<file path="config.mk">
export PLATFORM = sky130hd
export DESIGN_NAME = demux1_4
export DESIGN_NICKNAME = d
export VERILOG_FILES = /design/src/rtl/demux1_4.sv
export SDC_FILE = /design/constraint.sdc
export NUM_CORES = 1
export LEC_CHECK = 0
export CAP_MARGIN = 0
export CORE_UTILIZATION = 47
export CTS_BUF_LIST = sky130_fd_sc_hd__clkbuf_4 sky130_fd_sc_hd__clkbuf_8
export CTS_CLUSTER_DIAMETER = 120
export DETAILED_ROUTE_END_ITERATION = 6
export PLACE_DENSITY_LB_ADDON = 0.2
export SYNTH_ARGS = -nofsm -noshare
export SYNTH_HDL_FRONTEND = slang
export SYNTH_SLANG_ARGS = --single-unit
</file>
<file path="constraint.sdc">
create_clock -name clk -period 1.7 [get_ports clk]
set_input_delay 0.255 -clock clk [delete_from_list [all_inputs] [get_ports clk]]
set_output_delay 0.255 -clock clk [all_outputs]
set_load 0.01 [all_outputs]
</file>
<file path="src/rtl/demux1_4.sv">
// Registered 1-to-4 valid/ready stream demultiplexer with a one-entry holding register per output port.
// Optional accepted-word counter on acc_count when DEMUX1_4_COUNT_EN is defined.
module demux1_4 #(
  parameter int WIDTH = 64
) (
  input  logic             clk,
  input  logic             reset,
  input  logic [WIDTH-1:0] in_data,
  input  logic             in_sel0,
  input  logic             in_sel1,
  input  logic             in_valid,
  output logic             in_ready,
  output logic [WIDTH-1:0] out_data0,
  output logic [WIDTH-1:0] out_data1,
  output logic [WIDTH-1:0] out_data2,
  output logic [WIDTH-1:0] out_data3,
  output logic [3:0]       out_valid,
  input  logic [3:0]       out_ready
`ifdef DEMUX1_4_COUNT_EN
  ,
  output logic [15:0]      acc_count
`endif
);

  typedef enum logic {
    EMPTY = 1'b0,
    FULL  = 1'b1
  } port_state_t;

  port_state_t      r_state [4];
  logic [WIDTH-1:0] r_data  [4];

  logic [1:0] w_idx;
  logic       w_accept;

  assign w_idx    = {in_sel1, in_sel0};
  // A full port can still take a word in the same cycle its consumer drains it.
  assign in_ready = (r_state[w_idx] == EMPTY) || out_ready[w_idx];
  assign w_accept = in_valid && in_ready;

  always_ff @(posedge clk or negedge reset) begin
    if (!reset) begin
      for (int k = 0; k < 4; k++) begin
        r_state[k] <= EMPTY;
        r_data[k]  <= '0;
      end
    end else begin
      for (int k = 0; k < 4; k++) begin
        if (w_accept && (w_idx == 2'(k))) begin
          r_state[k] <= FULL;
          r_data[k]  <= in_data;
        end else if ((r_state[k] == FULL) && out_ready[k]) begin
          r_state[k] <= EMPTY;
        end
      end
    end
  end

  always_comb begin
    out_valid = 4'b0000;
    for (int k = 0; k < 4; k++) begin
      out_valid[k] = (r_state[k] == FULL);
    end
  end

  assign out_data0 = r_data[0];
  assign out_data1 = r_data[1];
  assign out_data2 = r_data[2];
  assign out_data3 = r_data[3];

`ifdef DEMUX1_4_COUNT_EN
  logic [15:0] r_acc_count;

  always_ff @(posedge clk or negedge reset) begin
    if (!reset) begin
      r_acc_count <= '0;
    end else if (w_accept) begin
      r_acc_count <= r_acc_count + 16'd1;
    end
  end

  assign acc_count = r_acc_count;
`endif

endmodule
</file>
# Yosys cells after proc, flatten, opt, wreduce, memory -nomap -nowiden
# Cells that the tools add are included.
[totals]
ff_bits = 260
word_cells = 43
output_inout_bits = 261
in_bits = 73
[classes]
magnitude_cmp = 2
reduce_logical = 15
n_eq_ne = 3
n_mux = 13
bitwise = 2
[ops]
columns = ["op", "count"]
rows = [
  ["$mux 1", 11],
  ["$logic_and 1x1->1", 9],
  ["$reduce_bool 2->1", 4],
  ["$bmux 1 s2", 2],
  ["$eq 2x2->1 const B", 2],
  ["$ge 3x3->1 const B", 1],
  ["$lt 2x3->1 const B", 1],
  ["$not 2->3", 1],
  ["$eq 2x1->1 const B", 1],
  ["$logic_not 2->1", 1],
  ["$logic_or 1x1->1", 1],
  ["$not 1->1", 1],
]

# Depth between registers and ports, before layout
# Gate-level depths: netlist (run 1).
[depth]
depth_word = 9
mapped_depth = 5
mapped_depth_nobuf = 3

# Worst setup path before layout (run 1)
# OpenSTA, ideal clock, no wires.
[synth_path]
kind = "reg2reg"
start = "reg r_state (netlist bit out_valid[0])"
end = "reg r_data (netlist bit out_data0[0])"
period_less_slack_ns = 1.463
slack_ns = 0.237
required_time_ns = 1.575
stages_incl_launch_ff = 6
t_arrival_ns = 1.338
setup_time_ns = 0.125
n_path_buf = 2
path_cell_list = "dfrtp_1 nand2b_1 nor3b_1 buf_4 buf_6 mux2_2"
[synth_between]
elab_chain_cells = 7
[synth_rtl]
columns = ["item", "line_no", "text"]
rows = [
  ["start: declaration", "30", "port_state_t r_state [4];"],
  ["start signal: indexed assignment", "44", "r_state[k] <= EMPTY;"],
  ["start signal: indexed assignment", "50", "r_state[k] <= FULL;"],
  ["start signal: indexed assignment", "53", "r_state[k] <= EMPTY;"],
  ["$bmux 1 s2", "38", "assign in_ready = (r_state[w_idx] == EMPTY) || out_ready[w_idx];"],
  ["$mux 1 (implied by the code) (2 in a row)", "38", ""],
  ["$not 1->1", "38", ""],
  ["$logic_or 1x1->1", "38", ""],
  ["$logic_and 1x1->1", "39", "assign w_accept = in_valid && in_ready;"],
  ["$logic_and 1x1->1", "49", "if (w_accept && (w_idx == 2'(k))) begin"],
  ["end signal: indexed assignment", "51", "r_data[k] <= in_data;"],
  ["end: declaration", "31", "logic [WIDTH-1:0] r_data [4];"],
]
# No other way between the ends. The select of a mux whose other input is x is not followed.
# A chain may end at the register's enable or synchronous reset.

# Final worst setup path (run 1)
[layout_path]
start = "reg r_state (netlist bit out_valid[3])"
end = "out in_ready"
[layout_between]
elab_chain_cells = 5
[layout_rtl]
columns = ["item", "line_no", "text"]
rows = [
  ["$bmux 1 s2", "38", ""],
  ["$mux 1 (implied by the code) (2 in a row)", "38", ""],
  ["$not 1->1", "38", ""],
  ["$logic_or 1x1->1", "38", ""],
  ["end: declaration", "12", "output logic in_ready,"],
]
# No other way between the ends. The select of a mux whose other input is x is not followed.

==> results.md, run 1 <==
Drt:
- The iteration count of the initial detailed-routing pass is 4.
- The iteration-0 DRC count of the detailed router is 180.
- The final routed DRC violation total is 0.
- The via count is ~6400.
- The number of nets with antenna violations after detailed routing is 0.
- The total detailed-routing wirelength is 28070 um.
- The ratio of routed vias to standard cells is 5.074.
- In the final routed layout, each cell accounts on average for 22.17 um.

Outcome:
- The flow ran to the end, but the final reports show violations.
- The checks that failed: setup timing.

Layout:
- The layout net count is around 1000.
- The sequential cell area is roughly 6500 um2.
- After filler insertion, the fill cell instance count of the layout stands at 1260.
- 0 antenna diodes ended up in the layout.
- The most common library cell in the layout ignoring fill and taps is dfrtp_1.
- The area of combinational cells with multiple inputs is 3412 um2.
- The fraction of layout cells with a size suffix above 1 is 0.3353.
- The library cells used most frequently in the layout, excluding fill and tap cells, are dfrtp_1 (260), dlygate4sd2_1 (161), mux2_4 (107), clkdlybuf4s50_1 (92), mux2_2 (90).
- The area growth from synthesis to layout is 57.55%.
- For this run, the share of the core covered by cells in the final layout is 0.7588.

CTS:
- Clock tree synthesis found a total of 260 sinks.
- The maximum buffer depth of the clock tree is 3.
- The clock insertion delay at the later pin of the skew report is 520 ps.
- The master cell of the clock root buffer is clkbuf_8.
- The clock tree synthesis step divided the H-tree into 2 levels.
- After clock tree synthesis, the clock-pin slew on the worst setup and hold paths is 60 ps.
- Clock tree synthesis inserted a total of 43 buffers.
- TritonCTS built the clock tree.

Min path:
- In this run the worst hold path is classified as input pin to async pin.

Logic synthesis:
- The register bit count reported by yosys is 260.
- The sequential fraction of the synthesis area is 0.6655.
- The number of instances in the synthesized netlist is roughly 560.
- The top cell type by total area after synthesis is dfrtp_1.
- The synthesized net count is 632.
- The area share of the largest cell type after synthesis is 0.6655.
- The number of warning messages in the yosys log is 0.
- The post-synth design cell area is 9777 um2.
- After synthesis, the mean cell area works out to ~17 um2.
- The number of distinct library cell variants in the gate-level netlist after synthesis is 13.
- By area the synthesized netlist is led by dfrtp_1 (67%), mux2_2 (17%), mux2_1 (13%).

Critical path:
- The source of the worst register-to-register timing path is out_valid[1]$_DFFE_PN0P_.
- The data arrival time of the worst path is 1620 ps.
- The endpoint of the worst register-to-register path is out_data1[44]$_DFFE_PN0P_.
- In this run the worst path has a maximum fanout of 2.
- The number of cells on the worst reg-to-reg path is 7.
- At the worst endpoint, the required time is around 1400 ps.
- STA classifies the critical path startpoint as a flip-flop.
- The setup slack on the worst flop-to-flop path is -40 ps.
- STA classifies the critical path endpoint as an output pin.
- The critical path is of the flip-flop to output pin type.

Power:
- The relative contribution of sequential cells to total power is 0.432.
- The internal power of the cells is 13.75 mW.
- Of the total power, combinational logic draws 0.272.
- The share of total power dissipated in the clock network is 0.296.
- Of the total power, the share spent switching nets is 0.2739.
- Dividing total power by cell area gives a power density of 1230 nW/um2.
- The final total power is about 19 mW.
- In this run the power spent charging and discharging nets is 5.188 mW.
- For this design the static power due to leakage is 7.879 nW.
- The worst-case IR drop observed on VDD is 0.6669 mV.

STA:
- The shortest period the worst path allows is roughly 1900 ps.
- The max-slew violation count is 0.
- Of the available clock period, the critical path in the final layout requires 1.103.
- The maximum clock skew at final layout is ~20 ps.
- On the final layout, the worst hold slack is 146.1 ps.
- The worst slew margin relative to its limit is 0.7514.
- The number of failing hold endpoints at the final stage is 0.
- For the final routed database, the setup TNS stands at -563.0 ps.
- Setup repair after global routing could not meet its margin everywhere.
- Static timing analysis puts the maximum clock frequency at 533.2 MHz.
- The setup violation total in the final timing report is 20.
- At the pin with the least slew margin, the transition time is 372.9 ps.
- The setup slack after layout is -175.5 ps.

Floorplanning:
- The site row count is between 50 and 60.
- The die is 146.2 um wide.
- For this design the top-level I/O count stands at 334.
- The initial utilization of the core area, before any placement, comes to 0.4816.
- The floorplan die area is 21380 um2.
- The region available for standard cell placement spans 20300 um2.
- The floorplan step set the die height to 146.2 um.

GRT:
- The maximum number of pins on one net before global-route repair is 69.
- After global routing the overflow that remains totals 0.
- The first global-routing pass estimated 40740 um of wire.
- For this run, the total global-route usage over all layers was measured as 0.2461.
- The initial antenna violation count was 0.
- The number of global-route vias before repair is 7062.

Place:
- The final weighted congestion in routability-driven placement is ~0.82.
- Detailed placement finished with a half-perimeter wire length of approximately 18000 um.
- The quantity of I/O buffers inserted on ports is approximately 330.

Job:
- The number of max-capacitance violations reported is 0.
[registers in the layout (all words and copies together), names as in the netlist]
signal and flops:
out_data1 64, out_data3 64, out_valid 4, out_data0 64, out_data2 64
[timing repair]
| item | 4_1_cts | 5_1_grt |
|---|---|---|
| hold buffers | 1 | 0 |
| setup endpoints to repair | 210 | 224 |
| buffers inserted | 7 | 3 |
| resized for setup | 210 | 173 |
| cloned | 3 | 10 |
| endpoints found under the hold margin | 260 | 0 |
| pin swaps | 0 | 1 |
[critical path, cell delays in order (launching register included)]
cell and delay (ps):
dfrtp_1 350, nand2b_1 110, mux4_2 500, buf_6 140
[power groups by stage]
stage               Clock (mW)  Combinational, mW  Sequential [mW]
finish                    5.60               5.16             8.18
global route              6.00               5.43             8.34
CTS                       5.73               4.90             8.17
detailed placement           0               5.32             8.29
global placement             0               5.20             8.20
floorplan                    0               1.19             8.83
[cell families after synthesis]
group                  after synthesis  share of synthesized area
AO/OA/AOI/OAI                        2                   0.001024
buffers and inverters               28                    0.02892
flip-flops                         260                     0.6655
AND/OR/NAND/NOR                     12                   0.007423
multiplexers                       257                     0.2972
[worst max-delay path by stage]
stage	start	to	slack, ps	cells after the start
2_1_floorplan	out_valid[0]$_DFFE_PN0P_	out_data0[0]$_DFFE_PN0P_	240	5
3_3_place_gp	out_ready[1]	out_data1[38]$_DFFE_PN0P_	-410	7
3_5_place_dp	out_ready[1]	out_data1[0]$_DFFE_PN0P_	-420	7
4_1_cts	out_valid[3]$_DFFE_PN0P_	in_ready	-210	3
5_1_grt	out_valid[3]$_DFFE_PN0P_	in_ready	-260	3
6_report	out_valid[3]$_DFFE_PN0P_	in_ready	-180	3
[per-layer routing]
metal	wire length, um	vias to the layer above	track usage
met3	1572	58	0.05906
met5	0	-	0
met4	961	0	0.1031
met2	14300	250	0.4281
li1	-	2803	-
met1	11240	3313	0.2923
[layout make-up]
class,count,area share
flip-flops and latches,260,0.4224
well taps,270,0.02193
clock inverters,7,0.003899
clock buffers,66,0.05410
repair buffers,392,0.2762
multi-input cells,271,0.2215
[metrics by stage]
stage               setup slack [ps]  instances  cell area, um2
floorplan                      237.4        559            9777
global placement              -406.7       1171           13660
detailed placement            -420.7       1171           13660
CTS                           -211.8       1255           14660
global route                  -261.9       1266           15400
finish                        -175.5       1266           15400
[synth_stat cells]
| master | instances |
|---|---|
| dfrtp_1 | 260 |
| mux2_1 | 109 |
| buf_2 | 4 |
| buf_4 | 2 |
| buf_6 | 22 |
| nand2b_1 | 5 |
| o21ai_0 | 2 |
| mux2_2 | 147 |
| nand2_1 | 3 |
| mux4_2 | 1 |
| nand4b_1 | 1 |
| nand4_1 | 1 |
| nor3b_1 | 2 |
Power figures use the tool's default switching activity.
==> run 2, diff against run 1 <==
- CORE_ASPECT_RATIO: not set -> 0.75
- CORE_UTILIZATION: 47 -> 65
- DONT_BUFFER_PORTS: not set -> 1
==> run 2 against run 1 <==
The flow finishes with violations (hold timing, setup timing). Non-clock buffer count fell by 306. First-iteration DRC count rose by 19%. Total power fell by 14%. Global-route usage rose by 4.8 points. Combinational power fell by 69%. Maximum frequency rose by 5.1%.
==> results.md, run 2 (synthesis results as in run 1) <==
CTS:
- The clock input transition at the sequential cells of the worst setup and hold paths is 70 ps (was 60 ps).
- The clock insertion delay at the later pin of the skew report was 500 ps (was 520 ps).
- The CTS tree is done (unchanged).
- The post-CTS setup-driven buffer insertion count is 0 (was 7).
- The clock net sink count is 260 (unchanged).
- The master cell of the clock root buffer was clkbuf_8 (unchanged).
- The number of CTS-inserted buffers was 38 (was 43).
- The number of hold-repair buffers added at the cts stage is 70 (was 1).
- The number of levels in the clock H-tree is 2 (unchanged).
- The maximum buffer depth of the clock tree is 3 (unchanged).

Critical path:
- The largest stage delay on the critical path is 510 ps (was 500 ps).
- The buffering stage count on the worst path with inverters included is 0 (was 1).
- The dominant delay contributor by cell family on the critical path is multiplexers (unchanged).
- The worst-path cell with the longest stage delay is mux4_2 (unchanged).
- List of cells traversed by the critical path: nand2b_1 > mux4_2 (was nand2b_1 > mux4_2 > buf_6).
- The endpoint required time on the critical path is 1440 ps (about the same).
- The data arrival time of the worst path is 1530 ps (was 1620 ps).
- The element type at the critical path end is an output pin (unchanged).
- The critical path launch point type is a flip-flop (unchanged).
- The worst-path maximum fanout is 3 (was 2).
- The type of the setup path with the least slack was flip-flop to output pin (unchanged).

Layout:
- The layout net count was 730 (was 1041).
- Most frequent cells in the layout: dfrtp_1 (260), mux2_2 (147), mux2_1 (109), dlygate4sd3_1 (70), clkbuf_8 (41) (was dfrtp_1 (260), dlygate4sd2_1 (161), mux2_4 (107), clkdlybuf4s50_1 (92), mux2_2 (90)).
- The number of inserted filler cells in the final layout came to 786 (was 1260).
- The number of antenna cells inserted is 0 (unchanged).
- The final core area utilization is 0.7885 (was 0.7588).
- The area growth from synthesis to final layout is 17.72% (was 57.55%).
- The fraction of layout cells with a size suffix above 1 was 0.3406 (was 0.3353).
- The most common library cell in the layout ignoring fill and taps is dfrtp_1 (unchanged).

Outcome:
- Run status: complete, but fails checks (unchanged).
- Violations in the final reports: hold timing, setup timing (was setup timing).

Min path:
- The class of the tightest hold or removal check is input pin to async pin (unchanged).

GRT:
- The number of global-route vias before repair is 5770 (was 7062).
- The initial antenna violation count is 0 (unchanged).
- The first-pass GRT wire length was 34070 um (was 40740 um).
- The aggregate global routing overflow is 0 (unchanged).
- The total global-route track usage is 0.2940 (was 0.2461).
- The maximum number of pins on one net before global-route repair is 261 (was 69).

Place:
- The half-perimeter wire length of the detailed placement result was 14510 um (was 18010 um).
- The quantity of I/O buffers inserted on ports is 0 (was 333).
- The final weighted congestion in routability-driven placement is 0.8394 (was 0.8223).

STA:
- The setup violation total in the final timing report was 1 (was 20).
- The maximum clock skew at final layout is 15.54 ps (was 19.99 ps).
- The final period utilization is 1.049 (was 1.103).
- The max-slew violation count is 0 (unchanged).
- Unrepaired setup endpoints after global routing: true (unchanged).
- The transition time at the pin with the least slew margin is 513.3 ps (was 372.9 ps).
- The maximum clock frequency is 560.6 MHz (was 533.2 MHz).
- The worst slew margin relative to its limit was 0.6578 (was 0.7514).
- The worst hold slack came to -551.3 ps (was 146.1 ps).
- The shortest period the worst path allows is 1784 ps (was 1875 ps).
- The number of failing hold endpoints at the final stage was 260 (was 0).
- The setup TNS after final layout is -83.89 ps (was -563.0 ps).
- The setup slack after layout came to -83.89 ps (was -175.5 ps).

Floorplanning:
- The total core area is 14600 um2 (was 20300 um2).
- The chip width was 143.6 um (was 146.2 um).
- The initial core utilization was 0.6698 (was 0.4816).
- The floorplan die area is 15540 um2 (was 21380 um2).
- The site row count is 38 (was 52).
- The overall die height is 108.2 um (was 146.2 um).
- The number of I/O pins is 334 (unchanged).

Power:
- The static leakage was 5.008 nW (was 7.879 nW).
- The largest vdd supply drop was 0.9053 mV (was 0.6669 mV).
- The power per cell area is 1411 nW/um2 (was 1230 nW/um2).

Job:
- The number of max-capacitance violations reported is 0 (unchanged).

Drt:
- The total detailed-routing wirelength came to 22390 um (was 28070 um).
- The iteration-0 DRC count of the detailed router is 215 (was 180).
- The number of nets with antenna violations after detailed routing is 0 (unchanged).
- The final routed DRC violation total was 0 (unchanged).
- The via count was 5247 (was 6424).
- The iteration count of the initial detailed-routing pass is 6 (was 4).
- The average routed wire per standard cell is 25.33 um (was 22.17 um).
- The ratio of routed vias to standard cells came to 5.936 (was 5.074).
run 2: cell count changes in the layout (fill, tap and decap cells not counted), moves of 10 or more:
cell             delta
mux2_1             +50
buf_4              -10
buf_12             -14
dlygate4sd2_1     -161
mux2_4            -107
dlymetal6s2s_1     -77
dlygate4sd3_1      +69
clkdlybuf4s50_1    -92
mux2_2             +57
clkbuf_8           -13
run 2: final timing paths:
| path | start | to | slack, ps | depth (start not counted) |
|---|---|---|---|---|
| setup / recovery | out_valid[0]$_DFFE_PN0P_ | in_ready | -80 | 2 |
| hold / removal | reset | out_data1[32]$_DFFE_PN0P_ | -550 | 0 |
| setup reg to reg | out_valid[0]$_DFFE_PN0P_ | out_data0[15]$_DFFE_PN0P_ | 0 | 5 |
| hold reg to reg | out_data2[36]$_DFFE_PN0P_ | out_data2[36]$_DFFE_PN0P_ | 570 | 1 |
| max in group asynchronous | reset | out_data2[9]$_DFFE_PN0P_ | 1790 | 0 |
| min in group clk | in_valid | out_valid[2]$_DFFE_PN0P_ | 20 | 2 |
run 2: routing by layer:
metal,share of wire,up-vias,wire length (um),global-route usage
li1,-,2183,-,-
met1,0.34,2772,7686,0.3242
met2,0.51,242,11520,0.5052
met3,0.11,50,2542,0.1293
met4,0.029,0,643,0.1079
met5,0,-,0,0
run 2: power by group:
group | switching, mW | internal (mW)
logic | 0.567 | 1.02
registers | 1.74 | 7.49
clock network | 2.26 | 3.17
run 2: final cells by class:
class	instances	area (um2)	share of cell area
tap	200	250.2	0.02174
multi-input combinational	271	3004	0.2610
sequential	260	6506	0.5653
clock buffer	56	676.9	0.05881
timing repair buffer	86	914.6	0.07947
clock inverter	11	157.7	0.01370
run 2: per-stage QoR:
| step | cells | cell area [um2] | worst slack, ps | hold slack (ps) | total power, mW |
|---|---|---|---|---|---|
| finish | 884 | 11510 | -83.89 | -551.3 | 16.24 |
| global route | 884 | 11510 | -139.8 | -592.6 | 16.93 |
| CTS | 884 | 11490 | -97.85 | -569.2 | 16.31 |
| detailed placement | 747 | 9950 | 14.63 | -37.56 | 10.71 |
| global placement | 747 | 9950 | 116.7 | -35.78 | 10.51 |
| floorplan | 559 | 9777 | 237.4 | -40.59 | 10.02 |
run 2: repair_timing:
item,CTS,global route
gates resized for setup,1,7
hold endpoints to repair,520,260
pin swaps,0,0
setup endpoints to repair,3,89
cloned,0,0
